## src/rtl/serial_shift_unit_pkg.sv

```systemverilog
// rtl/serial_shift_unit_pkg.sv - shared mode and state encodings for the serial shifter
package serial_shift_unit_pkg;

    localparam logic [1:0] MODE_LSL = 2'b00;
    localparam logic [1:0] MODE_LSR = 2'b01;
    localparam logic [1:0] MODE_ASR = 2'b10;
    localparam logic [1:0] MODE_ROL = 2'b11;

    typedef enum logic [1:0] {
        ST_IDLE  = 2'd0,
        ST_SHIFT = 2'd1,
        ST_DONE  = 2'd2
    } state_t;

endpackage

```

## src/rtl/serial_shift_unit_step.sv

```systemverilog
// rtl/serial_shift_unit_step.sv - one single-bit shift step for the selected mode
module shift_step
    import serial_shift_unit_pkg::*;
#(
    parameter int WIDTH = 8
) (
    input  logic [WIDTH-1:0] d,
    input  logic [1:0]       mode,
    output logic [WIDTH-1:0] q
);

    // Select the one-bit move; ASR keeps the sign bit, ROL feeds the MSB back in
    always_comb begin
        q = d;
        case (mode)
            MODE_LSL: q = {d[WIDTH-2:0], 1'b0};
            MODE_LSR: q = {1'b0, d[WIDTH-1:1]};
            MODE_ASR: q = {d[WIDTH-1], d[WIDTH-1:1]};
            MODE_ROL: q = {d[WIDTH-2:0], d[WIDTH-1]};
            default:  q = d;
        endcase
    end

endmodule

```

## src/rtl/serial_shift_unit.sv

```systemverilog
// rtl/serial_shift_unit.sv - multi-cycle shifter, one bit per clock, valid/ready on both sides
module serial_shift_unit
    import serial_shift_unit_pkg::*;
#(
    parameter int WIDTH   = 8,
    parameter int SHAMT_W = 3
) (
    input  logic               clk,
    input  logic               rst,
    input  logic               in_valid,
    output logic               in_ready,
    input  logic [WIDTH-1:0]   in_data,
    input  logic [SHAMT_W-1:0] in_shamt,
    input  logic [1:0]         in_mode,
    output logic               out_valid,
    input  logic               out_ready,
    output logic [WIDTH-1:0]   out_data,
    output logic               busy
);

    state_t             state;
    logic [WIDTH-1:0]   data_q;
    logic [SHAMT_W-1:0] count_q;
    logic [1:0]         mode_q;
    logic [WIDTH-1:0]   step_d;

    shift_step #(
        .WIDTH (WIDTH)
    ) u_step (
        .d    (data_q),
        .mode (mode_q),
        .q    (step_d)
    );

    // Handshake and status flags are pure decodes of the state register
    always_comb begin
        in_ready  = (state == ST_IDLE);
        out_valid = (state == ST_DONE);
        busy      = (state != ST_IDLE);
        out_data  = data_q;
    end

    // Sequencer: latch operand, iterate one step per cycle, hold result until taken
    always_ff @(posedge clk or posedge rst) begin
        if (rst) begin
            state   <= ST_IDLE;
            data_q  <= '0;
            count_q <= '0;
            mode_q  <= MODE_LSL;
        end else begin
            case (state)
                ST_IDLE: begin
                    if (in_valid) begin
                        data_q  <= in_data;
                        count_q <= in_shamt;
                        mode_q  <= in_mode;
                        state   <= (in_shamt == '0) ? ST_DONE : ST_SHIFT;
                    end
                end
                ST_SHIFT: begin
                    data_q  <= step_d;
                    count_q <= count_q - SHAMT_W'(1);
                    if (count_q == SHAMT_W'(1)) begin
                        state <= ST_DONE;
                    end
                end
                ST_DONE: begin
                    if (out_ready) begin
                        state <= ST_IDLE;
                    end
                end
                default: state <= ST_IDLE;
            endcase
        end
    end

endmodule

```

## config.mk

```make
export PLATFORM = sky130hd
export DESIGN_NAME = serial_shift_unit
export DESIGN_NICKNAME = d
export VERILOG_FILES = /design/src/rtl/serial_shift_unit_pkg.sv /design/src/rtl/serial_shift_unit_step.sv /design/src/rtl/serial_shift_unit.sv
export SDC_FILE = /design/constraint.sdc
export NUM_CORES = 1
export LEC_CHECK = 0
export ABC_AREA = 1
export BUFFER_PORTS_ARGS = -buffer_cell sky130_fd_sc_hd__buf_4
export CORE_ASPECT_RATIO = 1.4
export CORE_MARGIN = 2
export CORE_UTILIZATION = 50
export CTS_CLUSTER_DIAMETER = 60
export DETAILED_ROUTE_END_ITERATION = 16
export GPL_TIMING_DRIVEN = 0
export PLACE_DENSITY = 0.75
export SYNTH_ARGS = -nofsm -noshare
export SYNTH_HDL_FRONTEND = slang
export SYNTH_SLANG_ARGS = --single-unit
```

## constraint.sdc

```tcl
create_clock -name clk -period 1.3 [get_ports clk]
set_input_delay 0.26 -clock clk [delete_from_list [all_inputs] [get_ports clk]]
set_output_delay 0.26 -clock clk [all_outputs]
set_load 0.02 [all_outputs]
```

==> results.yml <==
outcome:
  status: "finished, violations left"
  violations: "negative setup slack"
routing:
  vias: 1019
  totalWireLength_mm: 2.45
  wl_per_cell_microns: 12.5
  drt_iter0_drc: 15
  ant_nets: 0
  dr.pass1.iters: 4
  drc: 0
  routed_via_density: 5.20
sta:
  finalSetupViolations: 3
  whs_ns: 0.0273
  achievable-frequency_ghz: 0.755
  rsz0062_at_grt: "yes"
  relSlewSlack: 0.595
  worst_slack_ns: -0.0252
  finalCritPeriodShare: 1.02
  slew_viol_final: 0
  tightest_slew_ns: 0.606
  finClkSkew_ns: 0.00756
  hold_viol_final: 0
  period_needed_ns: 1.33
global_routing:
  grt.busiest_layer: "met2"
  grt_overflow: 0
  grt_pass1_wl_mm: 3.85
  grt_pass1_vias: 943
  gr-usage-all-layers: 0.236
  globalRouteMet3Util: 0.0320
  grt_max_degree: 16
  grt_util_met1: 0.267
  antenna_found_initial: 0
  use_met2: 0.415
layout:
  drive_gt1_frac: 0.364
  antennaDiodeCount: 0
  area_delta_synth_final_pct: 35.8
  finalNetCount: 196
  final_cell_area_sq_mm: 0.00131
  fill_cells: 168
place:
  dp_hpwl_mm: 1.75
  dpl-instance-area_sq_mm: 0.00119
  port_buffers: 27
  place_ws_ns: -0.0297
  globalplace.congestion: 0.755
synthesis:
  ys.warnings.count: 0
  synthCells: 139
  yosysSeqAreaShare: 0.389
  synth.avg_cell_area_sq_um: 6.94
  synth_nets: 158
  synth.distinct_cells: 19
  syn_area_sq_um: 965
  synth.top_cell.area_share: 0.389
  synth_area_leaders: "dfrtp_1 39%, nand2_1 14%, inv_1 11%, nand3_1 9.9%, a21oi_1 6.2%"
  synth-seq-cells: 15
  synth_area_leader_cell: "dfrtp_1"
clock_network:
  clk_path_buf_depth: 2
  cts_root_buf: "clkbuf_4"
  postCtsHoldBufs: 0
  path_clk_slew_ns: 0.10
  cts.sink_count: 15
  numCtsBuffers: 3
  clkLatencyLatePin_ns: 0.29
  h-tree-depth: 1
  cts_tree: "built"
setup_path:
  path_max_fanout: 3
  cp_slowest_cell: "dfrtp_1"
  start_kind: "flop"
  critPathTopFamily: "flip-flops"
  end_kind: "output pin"
  path_cells: "nor2_4, inv_2, buf_6"
  critPathMaxStageDelay_ns: 0.44
  worst_ep_arrival_time_ns: 1.07
  worst_ep_required_time_ns: 1.04
  worstSetupPathType: "reg2out"
  path_buf_inv: 2
power:
  p_int_uw: 1810
  switchingPower_uw: 1770
  pwr-share-clk: 0.079
  power_density_mw_per_mm2: 2730
  p_sw_frac: 0.493
  peakVddDrop_mv: 1.69
  total_power_uw: 3580
  leakagePower_uw: 0.000743
  seqPwrFrac: 0.254
  power_frac_comb: 0.667
floorplanning:
  row_count: 18
  coreArea_sq_mm: 0.00180
  dieArea_sq_mm: 0.00230
  dieWidth_microns: 41.1
  start_util: 0.535
  pin_count: 28
  die_y_microns: 56.0
flow_run:
  maxCapViolations: 0
hold_path:
  hold_class: "in2async"
## path summary, 6_finish.rpt
check | from | end | slack (ns) | depth (start not counted)
max reg2reg | state[1] | out_data[5] | 0 | 6
min reg2reg | out_data[7] | out_data[7] | 0.54 | 2
min in group clk | in_mode[1] | mode_q[1] | 0.17 | 3
max in group asynchronous | rst | state[0] | 0.84 | 2
max | state[1] | busy | -0.03 | 3
min | rst | count_q[1] | 0.03 | 2
## power groups by stage
stage | Sequential [uW] | Clock (uW) | Combinational (uW)
6_report | 911 | 283 | 2390
5_1_grt | 943 | 299 | 2630
4_1_cts | 901 | 277 | 2190
3_5_place_dp | 909 | 0 | 2040
3_3_place_gp | 898 | 0 | 1990
2_1_floorplan | 1020 | 0 | 1310
## cells by family after synthesis
logic type                 count (synthesis)  share of synthesized area
adders and majority gates                  2                     0.0259
and+or+nand+nor                           70                      0.328
buffers and inverters                     32                      0.148
AOI/OAI and AO/OA                         20                      0.109
DFF                                       15                      0.389
## repair_timing
| action | in CTS | in global routing |
|---|---|---|
| cloned | 0 | 0 |
| buffers inserted | 4 | 3 |
| pin swaps | 1 | 5 |
| gates resized for setup | 8 | 13 |
| endpoints found under the setup margin | 12 | 17 |
## layer usage
metal | share of wire | vias to the layer above
met4 | 0.013 | 0
met3 | 0.033 | 5
li1 | - | 504
met5 | 0 | -
met2 | 0.57 | 27
met1 | 0.38 | 483
## state kept, by name, indices dropped and copies added (netlist names)
name	flops
out_data	8
mode_q	2
state	2
count_q	3
## per-stage QoR
stage / TNS [ns] / utilization / instances
2_1_floorplan: 0 / - / 139
3_3_place_gp: -0.00109 / 0.662 / 186
3_5_place_dp: -0.0865 / 0.662 / 186
4_1_cts: -0.0482 / 0.701 / 194
5_1_grt: -0.514 / 0.727 / 196
6_report: -0.0487 / 0.727 / 196
## area by class of cell
cell class                 count  area [sq um]  area share
clock inverter                 1          5.00     0.00382
inverter                      29           113      0.0860
timing repair buffer          33           259       0.198
buffer                         3          33.8      0.0258
sequential                    15           377       0.287
multi-input combinational     92           475       0.363
clock buffer                   3          22.5      0.0172
tap                           20          25.0      0.0191
## Yosys cell counts, drive strengths merged
cell    instances
ha              2
o21ai           7
clkinv          1
dfrtp          15
o22ai           1
buf             3
inv            28
nand2          41
a21oi          12
nor2            8
nand3          19
or2             2
## worst reg2reg max path, delay by kind of cell, from the launching register on
kind	cells	cell delay [ns]
buffers and inverters	2	0.18
flip-flops	1	0.44
AND/OR/NAND/NOR	4	0.61
## cells in the final DEF, fill, tap and decap left out, types with 2 or more instances in the layout
cell type  count
a21oi_1       12
buf_4         30
buf_6          6
clkbuf_4       3
clkinv_2       2
dfrtp_1       14
ha_1           2
inv_1         23
inv_2          4
nand2_1       33
nand2_2        7
nand3_1       18
nor2_1         4
nor2_2         2
nor2_4         2
o21ai_0        3
o21ai_1        2
o21ai_2        2
or2_2          2
(Power assumes the default switching activity.)
